$ cat config.mk
export PLATFORM = sky130hd
export DESIGN_NAME = gate_tt_scanner
export DESIGN_NICKNAME = d
export VERILOG_FILES = /design/src/rtl/gate_tt_scanner.sv
export SDC_FILE = /design/constraint.sdc
export NUM_CORES = 1
export LEC_CHECK = 0
export CAP_MARGIN = 20
export CORE_MARGIN = 1
export CORE_UTILIZATION = 52
export DETAILED_ROUTE_END_ITERATION = 7
export GPL_ROUTABILITY_DRIVEN = 0
export PLACE_DENSITY = 0.87
export SYNTH_ARGS = -nofsm -noshare
export SYNTH_HDL_FRONTEND = slang
export SYNTH_SLANG_ARGS = --single-unit
$ cat constraint.sdc
create_clock -name clk -period 3.33 [get_ports clk]
set_input_delay 0.666 -clock clk [delete_from_list [all_inputs] [get_ports clk]]
set_output_delay 0.666 -clock clk [all_outputs]
set_load 0.005 [all_outputs]
$ cat src/rtl/gate_tt_scanner.sv
// Self-check sequencer for a small combinational gate: walks every input vector,
// captures the gate output into a truth table and counts mismatches against EXPECTED.
module gate_tt_scanner #(
    parameter int                       N_IN     = 2,
    parameter int                       SETTLE   = 1,
    parameter logic [(1 << N_IN) - 1:0] EXPECTED = 4'b0111
) (
    input  logic                       clk,
    input  logic                       rst,
    input  logic                       start,
    input  logic                       abort,
    output logic [N_IN-1:0]            gut_in,
    input  logic                       gut_y,
    output logic                       busy,
    output logic                       done,
    output logic [(1 << N_IN) - 1:0]   tt,
    output logic [N_IN:0]              err_cnt,
    output logic                       pass,
    output logic [1:0]                 fsm_state
);

    localparam int CW = (SETTLE > 1) ? $clog2(SETTLE) : 1;

    typedef enum logic [1:0] {
        S_IDLE   = 2'd0,
        S_DRIVE  = 2'd1,
        S_SAMPLE = 2'd2,
        S_DONE   = 2'd3
    } state_t;

    state_t          state;
    state_t          state_next;
    logic [N_IN-1:0] idx;
    logic [CW-1:0]   cnt;
    logic            last_vec;
    logic            settled;
    logic            mismatch;
    logic            aborting;

    assign last_vec  = &idx;
    assign settled   = (cnt == CW'(SETTLE - 1));
    assign mismatch  = (gut_y != EXPECTED[idx]);
    assign aborting  = abort && (state == S_DRIVE || state == S_SAMPLE);
    assign fsm_state = state;

    always_ff @(posedge clk or posedge rst) begin
        if (rst) begin
            state <= S_IDLE;
        end else begin
            state <= state_next;
        end
    end

    always_comb begin
        state_next = state;
        case (state)
            S_IDLE: begin
                if (start) state_next = S_DRIVE;
            end
            S_DRIVE: begin
                if (abort)        state_next = S_IDLE;
                else if (settled) state_next = S_SAMPLE;
            end
            S_SAMPLE: begin
                if (abort)         state_next = S_IDLE;
                else if (last_vec) state_next = S_DONE;
                else               state_next = S_DRIVE;
            end
            S_DONE: begin
                state_next = S_IDLE;
            end
            default: state_next = S_IDLE;
        endcase
    end

    always_ff @(posedge clk or posedge rst) begin
        if (rst) begin
            gut_in  <= '0;
            busy    <= 1'b0;
            done    <= 1'b0;
            tt      <= '0;
            err_cnt <= '0;
            pass    <= 1'b0;
            idx     <= '0;
            cnt     <= '0;
        end else begin
            done <= 1'b0;
            if (aborting) begin
                // Partial tt/err_cnt stay visible; the in-flight sample is dropped.
                gut_in <= '0;
                busy   <= 1'b0;
                pass   <= 1'b0;
                idx    <= '0;
                cnt    <= '0;
            end else begin
                case (state)
                    S_IDLE: begin
                        if (start) begin
                            gut_in  <= '0;
                            busy    <= 1'b1;
                            tt      <= '0;
                            err_cnt <= '0;
                            pass    <= 1'b0;
                            idx     <= '0;
                            cnt     <= '0;
                        end
                    end
                    S_DRIVE: begin
                        if (!settled) cnt <= cnt + CW'(1);
                    end
                    S_SAMPLE: begin
                        tt[idx] <= gut_y;
                        if (mismatch) err_cnt <= err_cnt + (N_IN + 1)'(1);
                        if (last_vec) begin
                            busy <= 1'b0;
                            done <= 1'b1;
                            // Fold in the final vector so pass is valid with the done pulse.
                            pass <= (err_cnt == '0) && !mismatch;
                        end else begin
                            idx    <= idx + N_IN'(1);
                            gut_in <= idx + N_IN'(1);
                            cnt    <= '0;
                        end
                    end
                    default: ;
                endcase
            end
        end
    end

endmodule

# After elaboration in Yosys (flattened, before gate mapping)
# Cells that the tools add are included.
[classes]
addsub = 3
order_cmp = 2
eq_ne = 10
n_mux = 35
n_bitwise = 1
n_reduce_logical = 17
[ops]
columns = ["operator", "count"]
rows = [
  ["2-bit two-way mux", 8],
  ["1-bit two-way mux", 14],
  ["3-bit != test, second input constant", 4],
  ["3-bit AND reduction", 4],
  ["2-bit case mux with 4 select lines", 1],
  ["4-bit case mux with 2 select lines", 1],
  ["3-bit two-way mux", 2],
  ["3-bit case mux with 2 select lines", 1],
  ["4-bit bitwise mux", 1],
  ["2-bit equality test, second input constant", 2],
  ["4-bit two-way mux", 1],
  ["2-bit != test, second input constant", 2],
  ["1-bit case mux with 2 select lines", 2],
  ["2-bit case mux with 2 select lines", 1],
  ["2-bit AND reduction", 2],
  ["4-bit AND reduction", 1],
  ["4-bit nonzero test", 1],
  ["3-bit by 1-bit adder with 3-bit output, second input constant", 1],
  ["1-bit logical AND", 3],
  ["3-bit logical NOT", 1],
  ["2-bit by 3-bit < comparator with 1-bit output, second input constant", 1],
  ["1-bit case mux with 3 select lines", 1],
  ["3-bit nonzero test", 1],
  ["2-bit by 1-bit adder with 2-bit output, second input constant", 1],
  ["other kinds (11)", 11],
]
[totals]
ff_bits = 15
input_bits = 5
word_cells = 76

# Logic depth before layout (Yosys ltp)
[logic_depth]
depth_word = 8
ltp_mapped = 7
depth_no_buf = 6

# Worst setup path after synthesis
# No wires, ideal clock.
[synth_path]
path_kind = "register -> register"
start = "register state[0] (netlist: fsm_state[0])"
end = "register tt[3]"
setup_ns = 0.121
t_arrival_ns = 1.468
required_time_ns = 3.209
setup_slack_ns = 1.741
stages_incl_launch_ff = 8
period_less_slack_ns = 1.589
path_cell_list = "dfrtp_1 > inv_1 > ha_1 > buf_2 > mux2_4 > nand2_4 > o22ai_1 > a22o_1"
[synth_between]
elab_chain_len = 5
word_cells_on_any_way = 10
classes_between = "eq/ne (3); mux (1); bitwise (1); reduce/logical (5)"
[synth_rtl]
columns = ["element", "line_no", "text"]
rows = [
  ["from (decl)", "31", "state_t state;"],
  ["from (signal assigned)", "50", "state <= state_next;"],
  ["2-bit by 1-bit equality test with 1-bit output / 2-bit equality test (equally long branches)", "43, 96", ""],
  ["1-bit logical OR", "43", "assign aborting = abort && (state == S_DRIVE || state == S_SAMPLE);"],
  ["1-bit logical AND", "43", ""],
  ["1-bit inverter (no line)", "--", ""],
  ["3-bit AND reduction (no line)", "--", ""],
  ["to (signal, indexed assignment)", "112", "tt[idx] <= gut_y;"],
  ["to (decl)", "16", "output logic [(1 << N_IN) - 1:0] tt,"],
]
# Several ways; a longest one is shown, not always the timed one.
# A chain may end at the register's enable or synchronous reset.

==> impl_metrics.toml <==
[status]
outcome = "finished clean"

[synth]
synthTopCellsByArea = "dfrtp_1 (40%), ha_1 (16%), inv_1 (6.0%)"
synthSimpleGateAreaFrac = 0.128
synth-compound-area-share = 0.191
yosysTopAreaCell = "dfrtp_1"
synth_xor_area_frac = 0.0101
synth_nets = 107
synth-seq-area-share = 0.402
synth_top_family_by_area = "compound AO/OA/AOI/OAI gates"
netlist_instances = 91
yosysWarnings = 0
synthesis.area_per_instance_um2 = 9.57
ys_ff_latch = 14
yosysUniqueCellTypes = 26
synthAdderAreaFrac = 0.158
synthMuxAreaShare = 0.0402
synth.cell_area_um2 = 871
synth_top_area_share = 0.402

[clock_network]
post_cts_buffers = 0
cts_tree = "done"
root_buffer = "clkbuf_4"
cts_resized = 0
cts_htree_levels = 1
numCtsBuffers = 3
cts_hold_buffers = 0
path_clk_slew_ns = 0.09
clock_latency_ns = 0.28
cts.sinks = 14
cts_max_path_buffers = 2

[finish]
final_common_cell = "clkdlybuf4s50_1"
nets = 128
syn2layout_area_growth_pct = 26.1
design_area_um2 = 1100
multi_input_area_um2 = 459
drive_above_1_share = 0.0631
seqCellArea_um2 = 350
diodes = 0
fillers = 114
mostFrequentLayoutCells = "clkdlybuf4s50_1 (18), inv_1 (14), dfrtp_1 (14)"

[power_and_ir_drop]
power_uw = 703
p_leak_nw = 0.494
peakVddDrop_uv = 397
power_density_nw_per_um2 = 640

[setup_path]
crit_fanout = 6
cp-startpoint = "idx[1]"
cp-start-kind = "register"
timing.critical_path.cells = "clkdlybuf4s50_1"
cp.depth = 1
crit_family = "buffers and inverters"
reg2reg_slack_ns = 1.57
critPathRequiredTime_ns = 2.66
worstRegToRegCells = 6
worst_setup_path_end_kind = "output pin"
cp.arrival_ns = 1.25
r2r-start = "fsm_state[0]"
crit_path_top_delay_cell = "clkdlybuf4s50_1"
slowest_delay_ns = 0.53
r2r_end = "tt[3]"
crit_end = "gut_in[1]"
crit_buf_inv = 1
critPathKind = "register to output pin"

[detailed_routing]
drc = 0
via_count = 727
routed_wl_um = 1700
dr.pass1.iters = 4
wire_per_inst_um = 13.4
ant_nets = 0
first_iter_violations = 13
vias_per_cell = 5.72

[global_route]
grt_pass1_vias = 670
grt_pass1_wl_um = 2870
antenna_found_initial = 0
grt_max_degree = 15
grt-ovfl-total = 0
track_usage = 0.205

[sta]
setup_viol = 0
rsz0062_at_grt = "no"
setup_tns_ns = 0
tightest_slew_ns = 0.538
period_share = 0.577
post-route-min-period_ns = 1.92
fin_skew_ns = 0.000833
relSlewSlack = 0.641
fmax_mhz = 521
final_max_slew_viol_count = 0
finalHoldViolations = 0

[floorplan]
rows = 14
start_util = 0.565
die_y_um = 42.9
fp.coreArea_um2 = 1540
fp.dieW_um = 42.9
fp.dieArea_um2 = 1840
io_pins = 19

[placed_design]
io_buffers = 18
place_hpwl_um = 1250
dpl-instance-area_um2 = 1060

[worst_hold_path]
worstHoldPathType = "register to register"

[job]
maxCapViolations = 0
[registers in the layout, indices dropped and copies added, names as in the netlist]
name,flops
busy,1
done,1
err_cnt,3
fsm_state,2
idx,2
pass,1
tt,4
[cells by family (layout without fill, tap and decap cells)]
family | count (synthesis) | count (layout)
adder cells (fa/ha/maj) | 11 | 11
buffers and inverters | 16 | 36
multiplexers | 3 | 3
flip-flops | 14 | 14
AO/OA/AOI/OAI | 28 | 28
XOR/XNOR | 1 | 1
AND/OR/NAND/NOR | 18 | 18
[area by class of cell]
class	count	area share
multi-input combinational	61	0.418
sequential	14	0.319
timing repair buffer	18	0.164
inverter	14	0.0478
clock buffer	4	0.0330
tap	16	0.0182
[routing by layer]
metal,part of all wire,global-route usage,up-vias
met4,0.023,0.0750,0
met5,0,0,-
li1,-,-,356
met3,0.062,0.0298,8
met2,0.46,0.352,30
met1,0.46,0.259,333
[stage by stage]
step	utilization	hold WS, ns	worst slack (ns)	std cells
after floorplan	-	0.508	1.74	91
after global placement	0.689	0.504	1.23	123
after detailed placement	0.689	0.517	1.20	123
after CTS	0.713	0.532	1.40	127
after global routing	0.713	0.558	1.35	127
final	0.713	0.525	1.41	127
[cells in the mapped netlist]
master / number
nand2b_1: 3
nor2b_1: 1
o22ai_1: 4
a22oi_1: 1
a21oi_1: 10
inv_1: 14
nand2_4: 1
o32ai_1: 1
xnor2_1: 1
o21ai_0: 7
and3_1: 2
a22o_1: 2
dfrtp_1: 14
nand4b_1: 1
clkbuf_1: 1
mux2_4: 1
mux2i_1: 2
nand2_1: 4
ha_1: 11
and4bb_2: 1
o211ai_1: 2
nor2_1: 1
buf_2: 1
a21boi_0: 1
nand4_1: 2
nand3_1: 2
[how the worst min path moves through the flow]
stage / startpoint / to / slack [ns] / depth (start not counted)
floorplan: tt[1] / tt[1] / 0.51 / 2
global route: tt[2] / tt[2] / 0.56 / 2
finish: tt[2] / tt[2] / 0.53 / 2
CTS: tt[2] / tt[2] / 0.53 / 2
detailed placement: tt[2] / tt[2] / 0.52 / 2
global placement: tt[2] / tt[2] / 0.50 / 2
[where the power goes]
group / internal, mW / switching [mW] / total [mW]
sequential: 0.202 / 0.0326 / 0.234
combinational: 0.161 / 0.184 / 0.345
clock: 0.0665 / 0.0570 / 0.123
total: 0.429 / 0.274 / 0.703
No activity file was read; power rests on OpenSTA's default activity.
